<file path="config.mk">
export PLATFORM = sky130hd
export DESIGN_NAME = display_scheduler
export DESIGN_NICKNAME = d
export VERILOG_FILES = /design/src/rtl/display_scheduler.sv
export SDC_FILE = /design/constraint.sdc
export NUM_CORES = 1
export LEC_CHECK = 0
export CORE_ASPECT_RATIO = 2
export CORE_MARGIN = 1
export CORE_UTILIZATION = 49
export DETAILED_ROUTE_END_ITERATION = 8
export GPL_ROUTABILITY_DRIVEN = 0
export PLACE_DENSITY = 0.74
export SLEW_MARGIN = 20
export SYNTH_ARGS = -nofsm -noshare
export SYNTH_HDL_FRONTEND = slang
export SYNTH_SLANG_ARGS = --single-unit
</file>
<file path="constraint.sdc">
create_clock -name clk -period 1.8 [get_ports clk]
set_input_delay 0.18 -clock clk [delete_from_list [all_inputs] [get_ports clk]]
set_output_delay 0.18 -clock clk [all_outputs]
set_load 0.01 [all_outputs]
</file>
<file path="src/rtl/display_scheduler.sv">
// -----------------------------------------------------------------------------
// display_scheduler
//
// Time-multiplexes an NDIG-digit common-anode 7-segment display from a short
// history of accepted keypad digits. Every key strobe shifts into the history
// (newest digit at index 0). A blank/dwell timer visits the anodes one at a
// time with all-off dead-time between digits so segments never ghost across.
//
// Ports
//   clk        system clock
//   reset      asynchronous, active-high reset
//   key        hex value of the accepted key
//   key_valid  one-cycle strobe, key is shifted into the history
//   clear      one-cycle strobe, empties the history (wins over key_valid)
//   anode_n    per-digit anode enable, active-low, registered
//   digit      hex value for the segment decoder, registered
//   digit_idx  index of the digit being driven, registered
//   seg_en     decoder segment enable, registered
// -----------------------------------------------------------------------------
module display_scheduler #(
   parameter int NDIG  = 2,
   parameter int DWELL = 1000,
   parameter int BLANK = 50,
   localparam int IDXW = $clog2(NDIG)
) (
   input  logic            clk,
   input  logic            reset,
   input  logic [3:0]      key,
   input  logic            key_valid,
   input  logic            clear,
   output logic [NDIG-1:0] anode_n,
   output logic [3:0]      digit,
   output logic [IDXW-1:0] digit_idx,
   output logic            seg_en
);

   localparam int MAXC = (DWELL > BLANK) ? DWELL : BLANK;
   localparam int TW   = (MAXC > 1) ? $clog2(MAXC) : 1;

   localparam logic [TW-1:0]   BLANK_LAST = TW'(BLANK - 1);
   localparam logic [TW-1:0]   DWELL_LAST = TW'(DWELL - 1);
   localparam logic [IDXW-1:0] IDX_LAST   = IDXW'(NDIG - 1);

   typedef enum logic [1:0] {
      S_BLANK = 2'b00,
      S_ON    = 2'b01
   } state_t;

   // ---------------------------------------------------------------------------
   // Digit history: shift register of {valid, value}
   // ---------------------------------------------------------------------------
   logic [NDIG-1:0][3:0] hist_q, hist_d;
   logic [NDIG-1:0]      valid_q, valid_d;

   genvar gi;
   generate
      for (gi = 0; gi < NDIG; gi++) begin : g_hist
         logic [3:0] src_val;
         logic       src_vld;
         if (gi == 0) begin : g_head
            assign src_val = key;
            assign src_vld = 1'b1;
         end else begin : g_tail
            assign src_val = hist_q[gi-1];
            assign src_vld = valid_q[gi-1];
         end
         // clear has priority: a key arriving with clear is discarded
         assign hist_d[gi]  = clear ? 4'h0 : (key_valid ? src_val : hist_q[gi]);
         assign valid_d[gi] = clear ? 1'b0 : (key_valid ? src_vld : valid_q[gi]);
      end
   endgenerate

   // ---------------------------------------------------------------------------
   // Scan state machine
   // ---------------------------------------------------------------------------
   state_t          state_q, state_d;
   logic [TW-1:0]   timer_q, timer_d;
   logic [IDXW-1:0] idx_q, idx_d;
   logic [NDIG-1:0] anode_n_q, anode_n_d;
   logic [3:0]      digit_q, digit_d;
   logic [IDXW-1:0] digit_idx_q, digit_idx_d;
   logic            seg_en_q, seg_en_d;

   always_comb begin
      state_d     = state_q;
      timer_d     = timer_q + TW'(1);
      idx_d       = idx_q;
      anode_n_d   = anode_n_q;
      digit_d     = digit_q;
      digit_idx_d = digit_idx_q;
      seg_en_d    = seg_en_q;

      case (state_q)
         S_BLANK: begin
            anode_n_d = '1;
            seg_en_d  = 1'b0;
            if (timer_q == BLANK_LAST) begin
               // Capture the slot's value once; history changes during the
               // dwell are only seen at this index's next capture.
               digit_d            = hist_q[idx_q];
               digit_idx_d        = idx_q;
               seg_en_d           = valid_q[idx_q];
               anode_n_d[idx_q]   = ~valid_q[idx_q];
               state_d            = S_ON;
               timer_d            = '0;
            end
         end

         S_ON: begin
            if (clear) begin
               // Go dark immediately; the same digit slot is retried.
               anode_n_d = '1;
               seg_en_d  = 1'b0;
               state_d   = S_BLANK;
               timer_d   = '0;
            end else if (timer_q == DWELL_LAST) begin
               anode_n_d = '1;
               seg_en_d  = 1'b0;
               idx_d     = (idx_q == IDX_LAST) ? '0 : idx_q + IDXW'(1);
               state_d   = S_BLANK;
               timer_d   = '0;
            end
         end

         default: begin
            anode_n_d = '1;
            seg_en_d  = 1'b0;
            state_d   = S_BLANK;
            timer_d   = '0;
         end
      endcase
   end

   always_ff @(posedge clk or posedge reset) begin
      if (reset) begin
         hist_q      <= '0;
         valid_q     <= '0;
         state_q     <= S_BLANK;
         timer_q     <= '0;
         idx_q       <= '0;
         anode_n_q   <= '1;
         digit_q     <= 4'h0;
         digit_idx_q <= '0;
         seg_en_q    <= 1'b0;
      end else begin
         hist_q      <= hist_d;
         valid_q     <= valid_d;
         state_q     <= state_d;
         timer_q     <= timer_d;
         idx_q       <= idx_d;
         anode_n_q   <= anode_n_d;
         digit_q     <= digit_d;
         digit_idx_q <= digit_idx_d;
         seg_en_q    <= seg_en_d;
      end
   end

   assign anode_n   = anode_n_q;
   assign digit     = digit_q;
   assign digit_idx = digit_idx_q;
   assign seg_en    = seg_en_q;

endmodule

</file>
Yosys cells after proc, flatten, opt, wreduce, memory -nomap -nowiden
Cells that the tools add are included.
Storage, ports and cells
  flip-flop bits (word level): 31
  input port bits: 8
  output and inout bits: 8
Cells by class
  add/subtract/negate cells: 2
  magnitude comparators: 2
  eq/ne operators: 5
  muxes and demuxes: 31
  bitwise operators: 4
  reductions and logical operators: 6
Operators with widths (number)
  $mux W10: 3
  $mux W4: 6
  $pmux W10 S2: 1
  $mux W2: 6
  $mux W1: 11
  $add A10 B1 Y10 const B: 1
  $eq A10 B10 Y1 const B: 1
  $eq A10 B6 Y1 const B: 1
  $pmux W2 S2: 2
  $reduce_and A2 Y1: 2
  $ne A3 B3 Y1 const B: 1
  $reduce_and A3 Y1: 1
  $eq A2 B1 Y1 const B: 1
  $logic_not A2 Y1: 1
  $lt A1 B2 Y1 const B: 1
  $ne A2 B2 Y1 const B: 1
  $not A1 Y1: 2
  $not A2 Y2: 1
  $or A2 B2 Y2: 1
  $pmux W1 S2: 1
  $reduce_bool A2 Y1: 1
  $add A1 B1 Y1 const B: 1
  $demux W1 S1: 1
  $ge A1 B1 Y1 const B: 1
  $logic_and A1 B1 Y1: 1

Depth between registers and ports, before layout
Gate-level depths: netlist of run 1.
  depth after elaboration: 8
  mapped depth: 5
  depth with buffers taken out: 5

Least setup slack after synthesis of run 1
No wires, ideal clock.
  path kind: register to register
  start: register timer_q[1]
  end: register digit_q[0] (netlist: digit[0])
  setup time: 0.125 ns
  arrival: 1.764 ns
  required time: 1.675 ns
  path slack: -0.089 ns
  stages on the path, launching flop included: 6
  path buffers: 0
  cells stage by stage: dfrtp_1 -> inv_1 -> ha_1 -> or4b_1 -> nor3_4 -> mux2_2
Between the ends
  longest elaborated chain between the ends: 2
Ends and longest elaborated chain
  start: declaration: line 77  | logic [TW-1:0] timer_q, timer_d;
  start signal: assignment: line 149  | timer_q <= timer_d;
  $eq A10 B6 Y1: line 97  | if (timer_q == BLANK_LAST) begin
  $reduce_and A2 Y1 (no source line)
  end signal: assignment: line 152  | digit_q <= digit_d;
  end: declaration: line 80  | logic [3:0] digit_q, digit_d;
No other way between the ends.
A chain may end at the register's enable or synchronous reset.

Worst setup path after layout of run 1
  start: register timer_q[1]
  end: register anode_n_q[0] (netlist: anode_n[0])
Between the ends
  longest elaborated chain between the ends: 3
  elaborated cells on any way between the ends: 5
  classes of those cells: eq/ne (3); mux (2)
Ends and longest elaborated chain
  $eq A10 B6 Y1: line 97
  $mux W2: line 97
  $pmux W2 S2: line 93  | case (state_q)
  end signal: assignment: line 151  | anode_n_q <= anode_n_d;
  end: declaration: line 79  | logic [NDIG-1:0] anode_n_q, anode_n_d;
Several ways; a longest one is shown, not always the timed one.

==> flow_results.org, run 1 <==
** STA
- For the final routed database, the setup TNS stands at -0.140 ns.
- Fin worst setup slack :: -0.0456 ns
- The max-slew violation total from the final report was 0.
- Subtracting the final worst setup slack from the clock period gives 1.85 ns.
- Max Freq :: 542 MHz
- Measured against its own limit, the worst slew margin works out to 0.651.
- Ratio of final minimum period to clock period :: 1.03
- Setup violations remaining at the end of the flow were counted as 6.
- The final hold violation count was 0.
- For the pin with the worst max-slew slack, the measured transition is 0.518 ns.
- Clk_skew :: between 0.005 and 0.006 ns
- Setup repair after global routing could not meet its margin everywhere.

** GRT
- Sum of overflow across all layers after global routing :: 0
- First-pass GRT wire length :: 4710 um
- For this run, the total global-route usage over all layers was measured as 0.224.
- The initial antenna violation count came to 0.
- Pin count of the biggest net entering global routing :: 31
- Vias in the first global route :: 1,066

** Detailed routing
- In the routed design, unresolved DRC markers number 0.
- Highest metal layer with signal wires :: met4
- After detailed routing, the met3 layer carries ~120 um of wire.
- Using the TritonRoute via totals, the vias-per-cell ratio works out to 5.71.
- Detailed-router iteration count before antenna repair :: 4
- Final ANT Viol Nets :: 0
- Wires add up to roughly 2900 um.
- In the final routed layout, each cell accounts on average for between 15 and 20 um.
- In the final routing, the length of wire on met1 measures between 1000 and 1500 um.
- Summed over all nets, wire length on met2 after detailed routing comes to approximately 1600 um.
- The detailed router finished its first iteration with 21 violations.
- Total number of vias :: about 1,000

** Status
- Failing checks :: setup timing
- The run finished, with violations left.

** Worst hold path
- Path type of the worst min-delay path :: in2async

** Worst setup path
- The worst setup path is captured at a flip-flop.
- The worst register-to-register path has a depth of 5.
- Crit path to :: anode_n[0]$_DFFE_PP1P_
- On the worst path, the slowest cell contributes a delay of 0.47 ns.
- In this run the critical register-to-register path is launched from timer_q[1]$_DFF_PP0_.
- Walking the worst path, the cells encountered are inv_1 -> ha_2 -> or4b_4 -> or3_4 -> o32a_1.
- In this run the number of cells on the critical path is 5.
- Required time of the critical path :: about 2 ns
- The most critical setup path has its startpoint at timer_q[1]$_DFF_PP0_.
- Critical Path Slowest Stage Cell :: or4b_4
- Slack of the worst reg-to-reg path :: -0.05 ns
- In this run the worst path has a maximum fanout of 4.
- The number of buffers and inverters on the critical path is 1.
- Critical Path Start Type :: flip-flop
- The kind of cell with the highest combined delay along the critical path is simple AND/OR/NAND/NOR gates.
- The critical path is of the reg2reg type.
- Terminus of the critical flop-to-flop path :: anode_n[0]$_DFFE_PP1P_
- Data arrives at the worst endpoint at 2.04 ns.

** Layout
- Fill cell total of the finished layout :: around 200
- From synthesis to final layout, the design area changed by 30.4%.
- Summing all multi-input logic gate instances after layout gives between 600 and 700 sq um.
- Ant. Diodes :: 0
- Total area of sequential cells :: around 750 sq um
- Layout cell share with drive strength beyond 1 :: 0.253
- In the final design database the tool counted around 160 nets.

** Synthesis
- After technology mapping, the gate count stands at ~120.
- After synthesis, the cell types taking the most area are dfrtp_1 51%, mux2_2 7.4%, mux2i_1 6.5%.
- Area share of the leading cell type in the synthesized netlist :: 0.509
- Seq/Total Area, Yosys :: 0.547
- When the netlist entered floorplanning its net count stood at between 100 and 150.
- Synth top cells by count :: 28 x dfrtp_1, 12 x nor2_1, 9 x mux2_2, 9 x mux2i_1, 6 x inv_1
- The biggest area contributor in the post-synthesis netlist is dfrtp_1.
- Post-synthesis sequential element count :: 30
- Number of warnings issued by yosys :: 0
- In this run the cell area of the synthesized design comes to between 1000 and 1500 sq um.
- Count leader, synth :: dfrtp_1
- Per-instance average area after synthesis :: roughly 12 sq um
- Post-synthesis cell type count :: 34
- Post-synthesis async set-or-reset flop share :: 1.00
- The synthesized design contains 0 enable-type register cells.
- For this run, the leading register cell type out of synthesis is dfrtp_1.

** Placement
- Input and output buffers added on the ports amount to 15.
- Placed wire-length estimate after detailed placement :: about 2000 um

** Clock network
- CTS tree :: yes
- For this design, the CTS-stage hold fixing added 0 buffers.
- The clock reaches the later pin of the worst-skew pair after 0.27 ns.
- Clock tree synthesis found a total of 30 sinks.
- CTS placed an instance of clkbuf_8 at the clock tree root.
- In this run, CTS created clock tree buffers numbering 5.
- Bufs on Longest Clock Path :: 2
- H-tree depth :: 2
- After clock tree synthesis, the clock-pin slew on the worst setup and hold paths is 0.06 ns.

** Power
- Overall power :: around 2.1 mW
- For this design the static power due to leakage is around 0.83 nW.
- Power per cell area :: about 1200 nW/um^2
- The worst-case IR drop observed on VDD is approximately 0.0008 V.

** Floorplan
- For this configuration, the core starts out at a cell density of 0.529.
- The total area inside the core boundary comes to ~2600 sq um.
- The floorplan step set the die height to 77.0 um.
- IO Pins :: 16
- Floorplan row count :: 26
- Die Outline Area :: between 3000 and 4000 sq um
- The die is slightly below 40 um wide.

** Flow run
- The tool flagged a number of max-cap violations equal to 0.
-- worst min-delay path by stage --
stage          slack [ns]                endpoint                  from  depth (start not counted)
2_1_floorplan        0.27    digit[0]$_DFFE_PP0P_                 reset                          1
4_1_cts              0.30    timer_q[8]$_DFF_PP0_                 reset                          3
6_report             0.28  valid_q[0]$_DFFE_PP0P_                 reset                          3
3_5_place_dp         0.50    digit[2]$_DFFE_PP0P_  digit[2]$_DFFE_PP0P_                          1
3_3_place_gp         0.49    digit[3]$_DFFE_PP0P_  digit[3]$_DFFE_PP0P_                          1
5_1_grt              0.34       idx_q$_DFFE_PP0P_                 reset                          3
-- power by group --
group          leakage, nW  internal (mW)  switching [mW]
logic                0.386          0.337           0.309
registers            0.393          0.793          0.0904
clock network       0.0482          0.308           0.230
total                0.827           1.44           0.630
-- worst reg2reg max path: stages, from the launching register on --
cell     delay (ns)
dfrtp_1        0.38
inv_1          0.06
ha_2           0.15
or4b_4         0.47
or3_4          0.41
o32a_1         0.29
-- state kept, by name (all words and copies together) (netlist names), 2 cells and up --
signal and cells:
timer_q 10, digit 4, g_hist.src_val 4, hist_q 4, anode_n 2, valid_q 2
-- stage by stage --
step	setup slack (ns)	hold slack (ns)	area (sq um)	std cells	util
final	-0.0456	0.282	1800	182	0.690
after global routing	-0.0897	0.342	1800	182	0.690
after CTS	-0.0467	0.298	1770	181	0.681
after detailed placement	-0.0792	0.501	1660	172	0.637
after global placement	0.00705	0.494	1660	172	0.637
after floorplan	-0.00397	0.269	1390	119	-
-- cells in the final DEF, fill, tap and decap left out, types with 2 or more instances in the layout --
cell,n
inv_1,6
o21ai_0,4
nand4_1,2
xnor2_1,2
o31ai_1,2
nor2_1,12
dfstp_2,2
xor2_1,2
or4b_4,2
mux2_4,5
mux2_2,4
a21oi_1,4
dfrtp_1,28
clkdlybuf4s50_1,15
nor3_1,4
mux2i_1,9
nand2_1,4
buf_4,14
clkbuf_8,6
or3_1,4
nand3_1,4
-- cells by family after synthesis --
kind of cell,Yosys count,synth area share
and+or+nand+nor,40,0.165
DFF,30,0.547
muxes,18,0.139
AOI/OAI and AO/OA,16,0.0808
buffers and inverters,9,0.0245
xor gates and xnor gates,4,0.0254
adders and majority gates,2,0.0182
-- final cells by class --
type | count | area share
flip-flops and latches | 30 | 0.419
clock buffers | 7 | 0.0481
well taps | 28 | 0.0195
inverters | 6 | 0.0125
repair buffers | 30 | 0.153
clock inverters | 1 | 0.00279
multi-input cells | 80 | 0.345
-- repair_timing --
action / 4_1_cts / 5_1_grt
pin swaps: 2 / 2
setup endpoints to repair: 6 / 6
gates cloned: 0 / 0
resized for setup: 1 / 5
setup buffers: 1 / 1
-- metal layers --
metal | track usage | up-vias
met5 | 0 | -
met4 | 0.117 | 0
met3 | 0.0520 | 10
met2 | 0.361 | 34
met1 | 0.260 | 506
li1 | - | 490
Note: power is estimated with default switching activity, not from simulation.
==> run 2, diff against run 1 <==
Settings changed: GPL_TIMING_DRIVEN from default to 0.
==> run 2 against run 1 <==
Net effect: the flow now finishes without violations; utilization is 0.72 points lower; critical endpoint is now digit[0]$_DFFE_PP0P_; sequential share of layout area is 0.51 points higher; non-clock buffer count is 3 lower; cell area is 1.0% lower; die area stayed put; sequential cell count stayed put.
==> flow_results.org, run 2 (synthesis gave the netlist of run 1 again) <==
** Status
- The flow ran to the end, and the final reports show no timing, DRC or antenna violations.

** Floorplan
- The number of placement rows came to 26 (unchanged).
- The vertical die dimension was 77.0 um (unchanged).
- Starting density of the core :: 0.529 (unchanged)
- The area of the die is 3040 sq um (unchanged).
- The die width came to 39.5 um (unchanged).
- The I/O pin total is 16 (unchanged).
- Core area :: 2600 sq um (unchanged)

** GRT
- The total grt overflow was 0 (unchanged).
- First-pass GRT wire length :: 4650 um (-1.3%)
- The initial antenna violation count is 0 (unchanged).
- The global-route usage over all layers is 0.217 (-0.00764).
- The pin count of the biggest net entering global routing is 31 (unchanged).
- Vias in the first global route :: 1,045 (-2.0%)

** Detailed routing
- Number of vias per cell after detailed routing :: 5.82 (+1.8%)
- After detailed routing, no signal wire sits above met4.
- The length of routed met2 wiring came to 1680 um (+5.2%).
- Detailed-router iteration count before antenna repair :: 4 (unchanged)
- Average routed wire per standard cell :: 16.3 um (+3.8%)
- DRC violations left :: 0 (unchanged)
- The number of routed nets with antenna violations is 0 (unchanged).
- DRT Wirelength :: 2920 um (+2.1%)
- Met3 routed WL :: 69 um (-42%)
- The first-iteration detailed-routing DRC count came to 33 (+57%).
- Routed metal-1 wirelength :: 1150 um (+8.5%)
- Total number of vias :: 1,041 (+0.096%)

** Worst setup path
- Among all stages on the critical path, the largest delay is contributed by or4b_4.
- The arrival time at the worst endpoint was 1.94 ns (-0.10 ns).
- R2R cell count :: 4 (-1)
- FF-to-FF Start :: timer_q[7]$_DFF_PP0_
- Crit-path leading delay family :: simple AND/OR/NAND/NOR gates
- Kind of end point of the critical path :: flip-flop
- Critical Path Fanout Max :: 7 (+3)
- Traced cell by cell, the critical path runs through or4b_4 -> nor3_4 -> buf_12 -> mux2_4.
- Terminus of the critical flop-to-flop path :: digit[0]$_DFFE_PP0P_
- Slowest cell delay on critical path :: 0.56 ns (+0.09 ns)
- The slack of the worst reg-to-reg path came to 0.02 ns (+0.07 ns).
- Worst Setup Path Type :: reg2reg
- The required time of the critical path came to 1.96 ns (-0.04 ns).
- Critical Path Start Type :: flip-flop
- The worst path buffer plus inverter count is 1 (unchanged).

** Layout
- In the layout the commonest cells are 27 x dfrtp_1, 14 x clkdlybuf4s50_1, 12 x nor2_1, 9 x mux2i_1, 9 x buf_4.
- Count of nets after finishing :: 160 (-1.8%)
- The antenna diode instance count was 0 (unchanged).
- The layout cell share with drive strength beyond 1 was 0.245 (-0.00821).
- The area growth from synthesis to layout is 29.1%.
- Final Instance Area :: 1780 sq um (-1.0%)
- Commonest non-fill, non-tap cell in the layout :: dfrtp_1
- Counting flops per register, the top entry is timer_q.
- The number of fill cells in the layout was 194 (-4.0%).
- The flip-flop count of the largest register, all copies and words added was 10 (unchanged).

** Clock network
- The largest buffer count on any clock path is 2 (unchanged).
- The number of H-tree levels is 2 (unchanged).
- The clock sink count came to 30 (unchanged).
- Clock latency on the worst-skew pair :: 0.27 ns (about the same)
- Worst-path clk slew :: 0.06 ns (about the same)
- CTS tree :: yes
- The total CTS buffers is 5 (unchanged).
- CTS root buffer :: clkbuf_8

** Flow run
- The count of max-cap constraint violations is 0 (unchanged).

** STA
- The final critical delay including setup and external delays came to 1.78 ns (-0.0654 ns).
- Clk_skew :: 0.00542 ns (+0.000344 ns)
- Setup repair after global routing could not meet its margin everywhere.
- Relative slew slack :: 0.554 (-0.0971)
- Transition time at the pin with the least slew margin :: 0.669 ns (+0.150 ns)
- The worst hold-check slack is 0.302 ns (+0.0199 ns).
- Fin. max-slew vios :: 0 (unchanged)
- The final period utilization was 0.989 (-0.0363).
- # setup viols final :: 0 (-6)
- The accumulated negative setup slack is 0 ns (+0.140 ns).
- The final hold violation count came to 0 (unchanged).
- Max Freq :: 562 MHz (+3.7%)

** Power
- Leak pwr :: 0.829 nW (+0.17%)
- Power per cell area :: 1160 nW/um^2 (+0.92%)
- The power after layout was 2.06 mW (-0.13%).
- Maximum vdd ir drop :: 0.000727 V (-6.8%)

** Placement
- Cell area reported after detailed placement :: 1560 sq um (-5.8%)
- Port Buffers :: 14 (-1)
- Placed wire-length estimate after detailed placement :: 1850 um (-5.7%)

** Worst hold path
- The min-delay analysis places its worst path in the category in2async.
-- run 2: timing repair --
item                       CTS  global route
hold buffers                 0             0
buffers inserted             5             5
pin swaps                    1             4
gates resized for setup      2             7
setup endpoints to repair   16            17
-- run 2: through the flow --
step	std cells	util	worst slack, ns
2_1_floorplan	119	-	-0.00397
3_3_place_gp	161	0.600	-0.137
3_5_place_dp	161	0.600	-0.160
4_1_cts	174	0.660	-0.0236
5_1_grt	179	0.683	-0.0536
6_report	179	0.683	0.0197
-- run 2: how the worst max path moves through the flow --
stage	from	endpoint	slack [ns]	cells past startpoint
after CTS	timer_q[1]$_DFF_PP0_	digit[1]$_DFFE_PP0P_	-0.02	6
after floorplan	timer_q[1]$_DFF_PP0_	digit[0]$_DFFE_PP0P_	-0.004	5
after detailed placement	timer_q[1]$_DFF_PP0_	digit_idx$_DFFE_PP0P_	-0.16	5
final	timer_q[7]$_DFF_PP0_	digit[0]$_DFFE_PP0P_	0.02	4
after global placement	timer_q[1]$_DFF_PP0_	digit_idx$_DFFE_PP0P_	-0.14	5
after global routing	timer_q[1]$_DFF_PP0_	digit[0]$_DFFE_PP0P_	-0.05	6
-- run 2: layer usage --
layer  vias to the layer above  track usage
met1                       530        0.262
met5                         -            0
met4                         0        0.100
met2                        21        0.349
li1                        488            -
met3                         2       0.0434
-- run 2: power breakdown --
part | total [mW] | switching [mW] | internal [mW]
Combinational | 0.609 | 0.284 | 0.325
Sequential | 0.909 | 0.114 | 0.795
Clock | 0.547 | 0.239 | 0.308
Total | 2.06 | 0.637 | 1.43
-- run 2: area by class of cell --
class	instances	area [sq um]	area share
sequential	30	754	0.424
inverter	6	22.5	0.0127
buffer	3	11.3	0.00633
clock buffer	7	86.3	0.0486
tap	28	35.0	0.0197
clock inverter	1	5.00	0.00281
multi-input combinational	80	636	0.357
timing repair buffer	24	228	0.128
==> run 3, diff against run 2 <==
Settings changed: GPL_TIMING_DRIVEN 0 to default.
==> results of run 3 <==
Same layout as run 1: the final DEF is identical, and so are final timing and power.
==> RTL edit, RTL diff (config.mk and constraints of run 2) <==
Make the reset (`reset`) synchronous in one clocked block. Comments in the files are not updated.
--- a/src/rtl/display_scheduler.sv
+++ b/src/rtl/display_scheduler.sv
@@ -132,5 +132,5 @@
    end
 
-   always_ff @(posedge clk or posedge reset) begin
+   always_ff @(posedge clk) begin
       if (reset) begin
          hist_q      <= '0;
Check against the original RTL: same outputs for any inputs over 10 cycles, from zero or initial values and one cycle with reset high; that may be too few to reach the edited logic, so the function may still have changed.
==> RTL edit against run 2 <==
- cell count is 0.56% higher
- final area is 10% lower
- routed wire length is 15% lower
- worst hold slack better by 0.15 ns
- critical endpoint is now timer_q[7]
- highest routed layer unchanged
- sequential cell count stayed put
- area after synthesis is 6.0% lower
- setup slack better by 0.089 ns
- via count is 7.1% lower
- first-iteration DRC count is 58% lower
Power is not compared: it rests on default switching activity, and its combinational part moved more than twofold at a synthesized area within 25%.
==> RTL edit: results (changes against run 2) <==
stage;metric;value;unit;change
status;status;completed;;
sta;slew_headroom;55.91;%;+0.48 points
placed_design;dp.cells;171;;+6.2%
final_layout;layout.nets;161;;+0.63%
clock_network;cts_setup_buffers;0;;-5
yosys;synth_area_leaders;dfxtp_1, mux2i_1, nor2_1;;
yosys;syn_nets;139;;+7.8%
final_layout;fillCellCount;220;;+13%
yosys;ys.flop_type;dfxtp_1;;
yosys;synth_xor_area_share;6.087;%;+3.5 points
placed_design;post_dp_cell_area;1470;sq um;-5.8%
grt;grt_start_max_net_pins;11;;-65%
yosys;synth_cell_types;30;;-12%
yosys;netlist_area;1295;sq um;-6.0%
yosys;synthAdderAreaFrac;1.932;%;+0.12 points
yosys;synth_mux_area_share;15.07;%;+1.2 points
placed_design;dp_hpwl;1.725;mm;-6.8%
final_layout;instances_no_fill;180;;+0.56%
worst_setup_path;crit_path_max_fanout;5;;-2
min_path;worst_hold_path_type;input pin to flop;;
worst_setup_path;critPathLaunch;timer_q[1];;
route;via_per_inst;5.372;;-7.6%
route;drt-initial-drc-count;14;;-58%
route;postRouteWirelength;2.476;mm;-15%
worst_setup_path;cpPeakStageDelay;0.45;ns;-0.11 ns
worst_setup_path;slowest_stage;dfxtp_1;;
yosys;netlist_top_cells_count;nor2_1, dfxtp_1, mux2i_1;;
yosys;ys_seq_area_share;46.38;%;-8.3 points
grt;first_global_vias;939;;-10%
yosys;async_flop_share;0;%;-100 points
grt;grt_pass1_wl;4.022;mm;-14%
sta;fin_skew;0.004703;ns;-0.0007206 ns
yosys;synth-compound-area-share;4.058;%;-4.0 points
RTL edit: cell count changes in the layout (fill, tap and decap cells not counted), sizes merged, moves of 5 or more:
cell / change
mux2: -5
buf: -12
dfxtp: +30
mux2i: +6
nor2: +20
dfrtp: -28
RTL edit: worst paths after layout:
check	endpoint	slack [ns]	cells after the start
setup / recovery	timer_q[7]	0.11	5
hold / removal	valid_q[0]	0.45	3
setup reg to reg	timer_q[7]	0.11	5
hold reg to reg	digit_idx	0.50	2
RTL edit: power by group through the flow:
| stage | Combinational (W) | Sequential (W) | Clock [W] |
|---|---|---|---|
| 5_1_grt | 0.0000849 | 0.000692 | 0.000592 |
| 6_report | 0.0000775 | 0.000690 | 0.000547 |
| 3_3_place_gp | 0.0000712 | 0.000701 | 0 |
| 2_1_floorplan | 0.0000485 | 0.000699 | 0 |
| 4_1_cts | 0.0000736 | 0.000687 | 0.000562 |
| 3_5_place_dp | 0.0000732 | 0.000702 | 0 |
RTL edit: worst max-delay path: cells and delay by family (launching register included):
kind	cells	cell delay, ns
AND/OR/NAND/NOR	3	0.65
adder cells (fa/ha/maj)	1	0.20
flip-flops	1	0.45
AO/OA/AOI/OAI	1	0.27
RTL edit: area by class of cell:
cell class | instances | area (sq um) | area share, %
clock buffers | 7 | 86.33 | 5.408
multi-input cells | 94 | 705.7 | 44.20
well taps | 28 | 35.03 | 2.194
plain buffers | 4 | 15.01 | 0.9404
repair buffers | 14 | 140.1 | 8.777
clock inverters | 1 | 5.005 | 0.3135
inverters | 2 | 7.507 | 0.4702
flip-flops and latches | 30 | 601.8 | 37.70
RTL edit: stage by stage:
| stage | setup slack (ns) | total power, W |
|---|---|---|
| floorplan | 0.2352 | 0.0007471 |
| global placement | 0.06570 | 0.0007721 |
| detailed placement | 0.009967 | 0.0007751 |
| CTS | 0.005796 | 0.001323 |
| global route | -0.002017 | 0.001369 |
| finish | 0.1083 | 0.001315 |
RTL edit: kinds of logic (layout without fill, tap and decap cells):
logic type	after synthesis	count (layout)
and+or+nand+nor	57	57
xor gates and xnor gates	9	9
adders and majority gates	2	2
buffers and inverters	6	28
muxes	19	19
AOI/OAI and AO/OA	6	7
DFF	30	30
RTL edit: timing repair:
action,CTS,global route
endpoints found under the hold margin,0,0
endpoints found under the setup margin,0,10
gates resized for setup,0,4
RTL edit: layer usage:
metal / GRT usage, % / up-vias / routed length [um]
met3: 5.310 / 5 / 84
met2: 34.46 / 22 / 1384
met1: 21.43 / 453 / 946
met5: 0 / - / 0
met4: 10.34 / 0 / 60
li1: - / 487 / -
